**src/rtl/seq_mult_dot_driver.sv**
```systemverilog
// -----------------------------------------------------------------------------
// seq_mult_dot_driver
//
// Sequencing stage in front of a 6-bit unsigned sequential right-shift
// multiplier. Accepts operand pairs on a valid/ready stream, pulses the
// multiplier load, waits out the fixed compute time, captures the product,
// and accumulates products into a dot-product sum. One result per vector
// (closed by in_last) is presented on a valid/ready output stream.
//
// Ports:
//   clk          - clock, all state changes on the rising edge
//   rst          - synchronous active-high reset (shared with the multiplier)
//   in_valid     - operand pair present
//   in_ready     - driver can accept a pair (IDLE only)
//   in_a, in_b   - unsigned 6-bit operands
//   in_last      - pair closes the current vector
//   mult_load    - one-cycle load pulse to the multiplier
//   mult_a/b     - operands held stable to the multiplier from LOAD to CAPT
//   mult_product - 13-bit multiplier product
//   out_valid    - vector result present
//   out_ready    - consumer accepts the result
//   out_sum      - sum of products modulo 2^ACC_W
//   out_ovf      - sticky carry out of ACC_W seen during the vector
//   out_count    - pairs in the vector, saturating at 31
// -----------------------------------------------------------------------------
module seq_mult_dot_driver #(
    parameter int MULT_CYCLES = 6,
    parameter int ACC_W       = 16
) (
    input  logic             clk,
    input  logic             rst,
    input  logic             in_valid,
    output logic             in_ready,
    input  logic [5:0]       in_a,
    input  logic [5:0]       in_b,
    input  logic             in_last,
    output logic             mult_load,
    output logic [5:0]       mult_a,
    output logic [5:0]       mult_b,
    input  logic [12:0]      mult_product,
    output logic             out_valid,
    input  logic             out_ready,
    output logic [ACC_W-1:0] out_sum,
    output logic             out_ovf,
    output logic [4:0]       out_count
);

    localparam int         SUM_W     = ACC_W + 1;
    localparam logic [2:0] WAIT_LAST = 3'(MULT_CYCLES - 1);

    typedef enum logic [2:0] {
        S_IDLE,
        S_LOAD,
        S_WAIT,
        S_CAPT,
        S_OUT
    } state_t;

    state_t             r_state;
    logic [2:0]         r_wait_cnt;
    logic [5:0]         r_a;
    logic [5:0]         r_b;
    logic               r_last;
    logic               r_mult_load;
    logic [ACC_W-1:0]   r_acc;
    logic               r_ovf;
    logic [4:0]         r_count;
    logic               r_out_valid;
    logic [ACC_W-1:0]   r_out_sum;
    logic               r_out_ovf;
    logic [4:0]         r_out_count;

    logic [SUM_W-1:0]   w_sum;
    logic [4:0]         w_count_next;

    // Extra top bit of the add is the carry out of the accumulator width.
    assign w_sum        = {1'b0, r_acc} + SUM_W'(mult_product);
    assign w_count_next = (r_count == 5'd31) ? r_count : r_count + 5'd1;

    // Ready depends on state only, so the source never sees a comb loop.
    assign in_ready  = (r_state == S_IDLE);
    assign mult_load = r_mult_load;
    assign mult_a    = r_a;
    assign mult_b    = r_b;
    assign out_valid = r_out_valid;
    assign out_sum   = r_out_sum;
    assign out_ovf   = r_out_ovf;
    assign out_count = r_out_count;

    always_ff @(posedge clk) begin
        if (rst) begin
            r_state     <= S_IDLE;
            r_wait_cnt  <= '0;
            r_a         <= '0;
            r_b         <= '0;
            r_last      <= 1'b0;
            r_mult_load <= 1'b0;
            r_acc       <= '0;
            r_ovf       <= 1'b0;
            r_count     <= '0;
            r_out_valid <= 1'b0;
            r_out_sum   <= '0;
            r_out_ovf   <= 1'b0;
            r_out_count <= '0;
        end else begin
            r_mult_load <= 1'b0;
            case (r_state)
                S_IDLE: begin
                    if (in_valid && in_ready) begin
                        r_a         <= in_a;
                        r_b         <= in_b;
                        r_last      <= in_last;
                        r_mult_load <= 1'b1;
                        r_state     <= S_LOAD;
                    end
                end
                S_LOAD: begin
                    r_wait_cnt <= '0;
                    r_state    <= S_WAIT;
                end
                S_WAIT: begin
                    // Counts 0..MULT_CYCLES-1: one WAIT cycle per compute edge.
                    if (r_wait_cnt == WAIT_LAST) begin
                        r_state <= S_CAPT;
                    end else begin
                        r_wait_cnt <= r_wait_cnt + 3'd1;
                    end
                end
                S_CAPT: begin
                    r_acc   <= w_sum[ACC_W-1:0];
                    r_ovf   <= r_ovf | w_sum[ACC_W];
                    r_count <= w_count_next;
                    if (r_last) begin
                        r_out_sum   <= w_sum[ACC_W-1:0];
                        r_out_ovf   <= r_ovf | w_sum[ACC_W];
                        r_out_count <= w_count_next;
                        r_out_valid <= 1'b1;
                        r_state     <= S_OUT;
                    end else begin
                        r_state <= S_IDLE;
                    end
                end
                S_OUT: begin
                    if (out_ready) begin
                        r_out_valid <= 1'b0;
                        r_acc       <= '0;
                        r_ovf       <= 1'b0;
                        r_count     <= '0;
                        r_state     <= S_IDLE;
                    end
                end
                default: begin
                    r_state <= S_IDLE;
                end
            endcase
        end
    end

endmodule

```
**config.mk**
```make
export PLATFORM = sky130hd
export DESIGN_NAME = seq_mult_dot_driver
export DESIGN_NICKNAME = d
export VERILOG_FILES = /design/src/rtl/seq_mult_dot_driver.sv
export SDC_FILE = /design/constraint.sdc
export NUM_CORES = 1
export LEC_CHECK = 0
export ABC_AREA = 1
export BUFFER_PORTS_ARGS = -buffer_cell sky130_fd_sc_hd__buf_2
export CORE_MARGIN = 10
export CORE_UTILIZATION = 30
export CTS_CLUSTER_SIZE = 10
export DETAILED_ROUTE_END_ITERATION = 7
export SYNTH_ARGS = -nofsm -noshare
export SYNTH_HDL_FRONTEND = slang
export SYNTH_SLANG_ARGS = --single-unit
```
**constraint.sdc**
```tcl
create_clock -name clk -period 1.9 [get_ports clk]
set_input_delay 0.19 -clock clk [delete_from_list [all_inputs] [get_ports clk]]
set_output_delay 0.19 -clock clk [all_outputs]
set_load 0.02 [all_outputs]
```
==> results_dict.tcl, run 1 <==
set metrics [dict create \
    status "complete, no violations" \
    core_area_um2 10980 \
    synth_mux_area_share_pct 0.3303 \
    ys_warn_count 0 \
    cts.clk_slew.worst_paths_ns 0.06 \
    worst_pin_slew_ns 0.4862 \
    p_sw_mw 1.044 \
    synth_edf_count 0 \
    die_h_um 126.6 \
    p_sw_share_pct 28.33 \
    vias 3159 \
    ys_seq_area_share_pct 38.17 \
    fin_nets 608 \
    multi_input_comb_area_um2 1770 \
    synth_fa_ha_area_share_pct 6.459 \
    path_max_fanout 4 \
    sequential_cell_area_um2 1301 \
    fmax_ghz 0.5613 \
    hp-class "primary input to register" \
    area_delta_synth_final_pct 22.79 \
    peakVddDrop_v 0.0005252 \
    grt_first_pass_wirelength_um 15360 \
    postCtsHoldBufs 0 \
    place.gp.congestion 0.8183 \
    drive_above_1_share_pct 18.20 \
    dr.pass1.iters 4 \
    overflow 0 \
    critical_path_class "register to register" \
    grt_pass1_vias 3244 \
    routed_wirelength_um 8981 \
    synthSimpleGateAreaFrac_pct 28.66 \
    synth_fp_nets 542 \
    timing.final.crit_share_pct 93.77 \
    p_comb_share_pct 13.6 \
    maxCapViolCount 0 \
    rows 38 \
    synth_xor_xnor_area_share_pct 2.055 \
    cp.arrival_ns 2.01 \
    clk_latency_ns 0.34 \
    leakage_nw 2.118 \
    setup_violations 0 \
    synth_cell_types 33 \
    synth-compound-area-share_pct 13.80 \
    required_ns 2.13 \
    htreeDepth 3 \
    ios 67 \
    clock-sinks 65 \
    pwr-share-clk_pct 46.6 \
    start_kind "register" \
    dieArea_um2 16030 \
    hpwl_um 6704 \
    start_util_pct 31.04 \
    fillCellCount 1165 \
    die_w_um 126.6 \
    synth_ff_type "dfxtp_1" \
    numCtsBuffers 9 \
    syn_area_um2 3410 \
    synthArstFlopShare_pct 0 \
    port_buffers 66 \
    period_minus_slack_ns 1.782 \
    fin_worst_skew_ns 0.007718 \
    wl_per_cell_um 12.72 \
    cts_tree "yes" \
    powerDensity_nw_per_um2 880.1 \
    clk_path_buf_depth 2 \
    p_int_mw 2.641 \
    sequentialPowerShare_pct 39.7 \
    viasPerCell 4.475 \
    end_kind "register" \
    dp.cells 690 \
    drcViolationCount 0 \
    antenna_found_initial 0 \
    syn_avg_cell_area_um2 6.888 \
    total_power_mw 3.685 \
    gr-usage-all-layers_pct 11.47 \
    synth-seq-cells 65 \
    root_buffer "clkbuf_16" \
    synth_top_family_by_area "simple AND/OR/NAND/NOR gates" \
    grt_max_degree 43 \
    finalHoldViolations 0 \
    final_cells 706 \
    diodes 0 \
    maxSlewHeadroom_pct 67.59 \
    antenna_left 0 \
    synth_cells 495 \
    maxSlewViolCount 0 \
    drt_iter0_markers 245 \
]
through the flow:
| stage | hold slack (ns) | area (µm²) | TNS [ns] | utilization, % | setup WS [ns] |
|---|---|---|---|---|---|
| 2_1_floorplan | 0.3545 | 3410 | 0 | - | 0.2211 |
| 3_5_place_dp | 0.4506 | 3856 | 0 | 35.11 | 0.07026 |
| 3_3_place_gp | 0.4453 | 3856 | 0 | 35.11 | 0.08683 |
| 6_report | 0.1142 | 4187 | 0 | 38.12 | 0.1185 |
| 4_1_cts | 0.1028 | 4165 | 0 | 37.92 | 0.03342 |
| 5_1_grt | 0.1102 | 4187 | -0.01020 | 38.12 | -0.006716 |
power by group through the flow:
stage / registers [mW] / logic (mW) / clock network, mW
floorplan: 1.53 / 0.309 / 0
global placement: 1.49 / 0.493 / 0
detailed placement: 1.49 / 0.501 / 0
CTS: 1.46 / 0.503 / 1.76
global route: 1.47 / 0.573 / 1.81
finish: 1.46 / 0.502 / 1.72
layout make-up:
class                           instances  area share, %
Clock inverter                          7          2.002
Sequential cell                        65          31.08
Multi-Input combinational cell        346          42.29
Clock buffer                            9          5.380
Tap cell                              140          4.184
Inverter                               66          5.918
Timing Repair Buffer                   73          9.145
state kept, by name, indices dropped and copies added (netlist names):
register / cells
mult_a: 6
mult_load: 1
out_ovf: 1
r_state: 3
r_count: 5
out_count: 5
r_last: 1
mult_b: 6
r_acc: 16
out_sum: 16
r_wait_cnt: 3
out_valid: 1
r_ovf: 1
path summary, 6_finish.rpt:
check | startpoint | to | slack, ns | depth (start not counted)
setup reg to reg | r_acc[0]$_SDFFE_PP0P_ | out_sum[6]$_SDFFE_PP0P_ | 0.12 | 11
hold / removal | in_b[4] | mult_b[4]$_SDFFE_PP0P_ | 0.11 | 3
setup / recovery | r_acc[0]$_SDFFE_PP0P_ | out_sum[6]$_SDFFE_PP0P_ | 0.12 | 11
hold reg to reg | out_valid$_SDFFE_PP0P_ | out_valid$_SDFFE_PP0P_ | 0.46 | 2
layer usage:
metal	vias to the layer above	GRT usage (%)	routed length, µm
li1	1696	-	-
met1	1377	14.10	4212
met2	80	17.80	3998
met3	6	5.123	736
met4	0	3.014	33
met5	-	0	0
Yosys cell counts (7+ instances only):
cell | instances | share of area (%)
nand2_1 | 162 | 18
dfxtp_1 | 65 | 38
inv_1 | 65 | 7.2
a21oi_1 | 49 | 7.2
nand3_1 | 33 | 4.8
nor2_1 | 22 | 2.4
ha_1 | 16 | 5.9
o21ai_0 | 16 | 2.3
o21bai_1 | 9 | 2.0
nor3_1 | 8 | 1.2
clkbuf_1 | 7 | 0.77
xor2_1 | 7 | 1.8
timing repair:
item / 4_1_cts / 5_1_grt
setup endpoints to repair: 0 / 11
gates resized for setup: 0 / 6
setup buffers: 0 / 0
placed cells by master (no fill, tap or decap), types with 2 or more instances in the layout:
cell type  netlist  layout
xor2_1           7       6
nand2_2          0       2
a21oi_1         49      48
inv_1           65      65
buf_4            3       7
buf_2            5      66
nand2_1        162     160
ha_1            16      15
dfxtp_1         65      65
nor2_1          22      22
inv_6            0       3
o211ai_1         2       2
nand3_1         33      33
o21bai_1         9       9
o21ai_0         16      16
o21a_1           6       6
or2_1            3       3
clkbuf_16        0       9
nor3_1           8       8
worst max-delay path, cell delays in order (launching register included):
cell,delay (ns)
dfxtp_1,0.31
ha_2,0.18
fa_2,0.36
nand2_1,0.08
nand2_1,0.07
nand3_1,0.07
nand2_1,0.11
or2_1,0.24
nand2_1,0.07
nand2_1,0.05
o211ai_1,0.07
inv_1,0.05
cells by family after synthesis:
kind of cell,Yosys count
buffers and inverters,84
DFF,65
AOI/OAI and AO/OA,84
and+or+nand+nor,236
adders and majority gates,17
muxes,1
xor gates and xnor gates,8
Power figures use the tool's default switching activity.
==> inputs of run 2 (changes only) <==
CTS_BUF_LIST = sky130_fd_sc_hd__clkbuf_8   (was unset)
==> run 2 against run 1 <==
Compared with the run above:
- via count up 0.54%
- worst hold slack worse by 0.021 ns
- clock power down 28%
- critical path type unchanged
- wire length down 0.50%
- largest power group is now sequential cells
- setup slack worse by 0.010 ns
==> results_dict.tcl, run 2 (same netlist as run 1, synthesis figures left out) <==
set metrics [dict create \
    status "complete, no violations" \
    crit_top_cell "nand2_2" \
    cts_tree "yes" \
    start_kind "register" \
    antenna_left 0 \
    grt_first_pass_wirelength_um 15280 \
    grt_max_degree 43 \
    path_max_fanout 4 \
    routed_wirelength_um 8936 \
    drt_iter0_markers 220 \
    worst_pin_slew_ns 0.4984 \
    maxCapViolCount 0 \
    dieArea_um2 16030 \
    p_sw_uw 980.2 \
    final_cell_mix "nand2_1, buf_2, inv_1" \
    fillCellCount 1174 \
    core_area_um2 10980 \
    overflow 0 \
    drive_above_1_share_pct 18.90 \
    hpwl_um 6704 \
    dr.pass1.iters 5 \
    cp_slowest_stage_delay_ns 0.41 \
    post-cts-setup-buffer-count 0 \
    hp-class "primary input to register" \
    die_h_um 126.6 \
    final_util_pct 37.35 \
    start_util_pct 31.04 \
    numCtsBuffers 9 \
    die_w_um 126.6 \
    slowest_stage "fa_2" \
    antenna_found_initial 0 \
    place_area_um2 3856 \
    root_buffer "clkbuf_8" \
    finalHoldViolations 0 \
    maxSlewHeadroom_pct 66.77 \
    fin_setup_tns_ns 0 \
    diodes 0 \
    critPathBufInv 1 \
    vias 3176 \
    sequentialPowerShare_pct 45.6 \
    htreeDepth 3 \
    path_cells "ha_4, fa_2, nand2_2, nand2_2, nand3_1, nand2_2, or2_1, nand2_1, nand2_1, o211ai_1, inv_1" \
    clk_latency_ns 0.35 \
    maxSlewViolCount 0 \
    cp.arrival_ns 2.03 \
    stdcell_area_um2 4103 \
    pwr-share-clk_pct 38.8 \
    layout_commonest_cell "nand2_1" \
    p_int_mw 2.230 \
    end_kind "register" \
    clk_path_buf_depth 2 \
    leakage_nw 2.075 \
    timing.final.crit_share_pct 94.29 \
    setup_violations 0 \
    clock-sinks 65 \
    peakVddDrop_v 0.0005442 \
    place.gp.congestion 0.8183 \
    gr-usage-all-layers_pct 11.30 \
    fin_worst_skew_ns 0.01406 \
    period_minus_slack_ns 1.792 \
    powerDensity_nw_per_um2 782.5 \
    p_comb_share_pct 15.7 \
    fin_nets 608 \
    fmax_ghz 0.5582 \
    postCtsHoldBufs 0 \
    required_ns 2.14 \
    area_delta_synth_final_pct 20.33 \
    cts.clk_slew.worst_paths_ns 0.09 \
    dp_worst_setup_slack_ns 0.07026 \
    drcViolationCount 0 \
    critPathTopFamily "simple AND/OR/NAND/NOR gates" \
    viasPerCell 4.499 \
    p_sw_share_pct 30.53 \
    wl_per_cell_um 12.66 \
    rows 38 \
    fin_ws_ns 0.1085 \
    grt_pass1_vias 3267 \
    ios 67 \
    port_buffers 66 \
    critical_path_class "register to register" \
]
==> run 2: power by group through the flow <==
stage          combinational (mW)  clock, mW  sequential [mW]
6_report                    0.503       1.24             1.46
5_1_grt                     0.575       1.34             1.47
4_1_cts                     0.503       1.29             1.46
3_5_place_dp                0.501          0             1.49
3_3_place_gp                0.493          0             1.49
2_1_floorplan               0.309          0             1.53
==> run 2: stage by stage <==
step           hold slack (ns)  std cells  total power, mW
2_1_floorplan           0.3545        495            1.839
3_3_place_gp            0.4453        690            1.983
3_5_place_dp            0.4506        690            1.995
4_1_cts                0.07075        706            3.256
5_1_grt                0.07363        706            3.385
6_report               0.09372        706            3.210
==> run 2: timing repair <==
item	CTS	global route
hold endpoints to repair	0	0
resized for setup	0	11
endpoints found under the setup margin	0	11
==> run 2: final cells by class <==
| class | count | area, µm² | area share, % |
|---|---|---|---|
| clock buffer | 9 | 123.9 | 3.019 |
| clock inverter | 7 | 83.83 | 2.043 |
| inverter | 66 | 247.7 | 6.038 |
| multi-input combinational | 346 | 1787 | 43.55 |
| sequential | 65 | 1303 | 31.75 |
| tap | 140 | 175.2 | 4.270 |
| timing repair buffer | 73 | 382.9 | 9.332 |
==> run 2: worst paths after layout <==
path / start / endpoint / slack, ns / depth (start not counted)
setup reg to reg: r_acc[0]$_SDFFE_PP0P_ / out_sum[6]$_SDFFE_PP0P_ / 0.11 / 11
hold / removal: in_b[4] / mult_b[4]$_SDFFE_PP0P_ / 0.09 / 3
hold reg to reg: out_valid$_SDFFE_PP0P_ / out_valid$_SDFFE_PP0P_ / 0.46 / 2
setup / recovery: r_acc[0]$_SDFFE_PP0P_ / out_sum[6]$_SDFFE_PP0P_ / 0.11 / 11
==> run 2: worst reg2reg max path, cell delays in order (launching register included) <==
cell and delay [ns]:
dfxtp_2 0.34, ha_4 0.16, fa_2 0.41, nand2_2 0.07
nand2_2 0.06, nand3_1 0.08, nand2_2 0.08, or2_1 0.23
nand2_1 0.07, nand2_1 0.05, o211ai_1 0.08, inv_1 0.05
==> run 2: per-layer routing <==
layer  wire [µm]  vias to the layer above  global-route usage, %
met4          10                        0                  2.076
met5           0                        -                      0
met1        4226                     1392                  13.82
met3         641                        2                  5.248
met2        4057                       84                  17.89
li1            -                     1698                      -
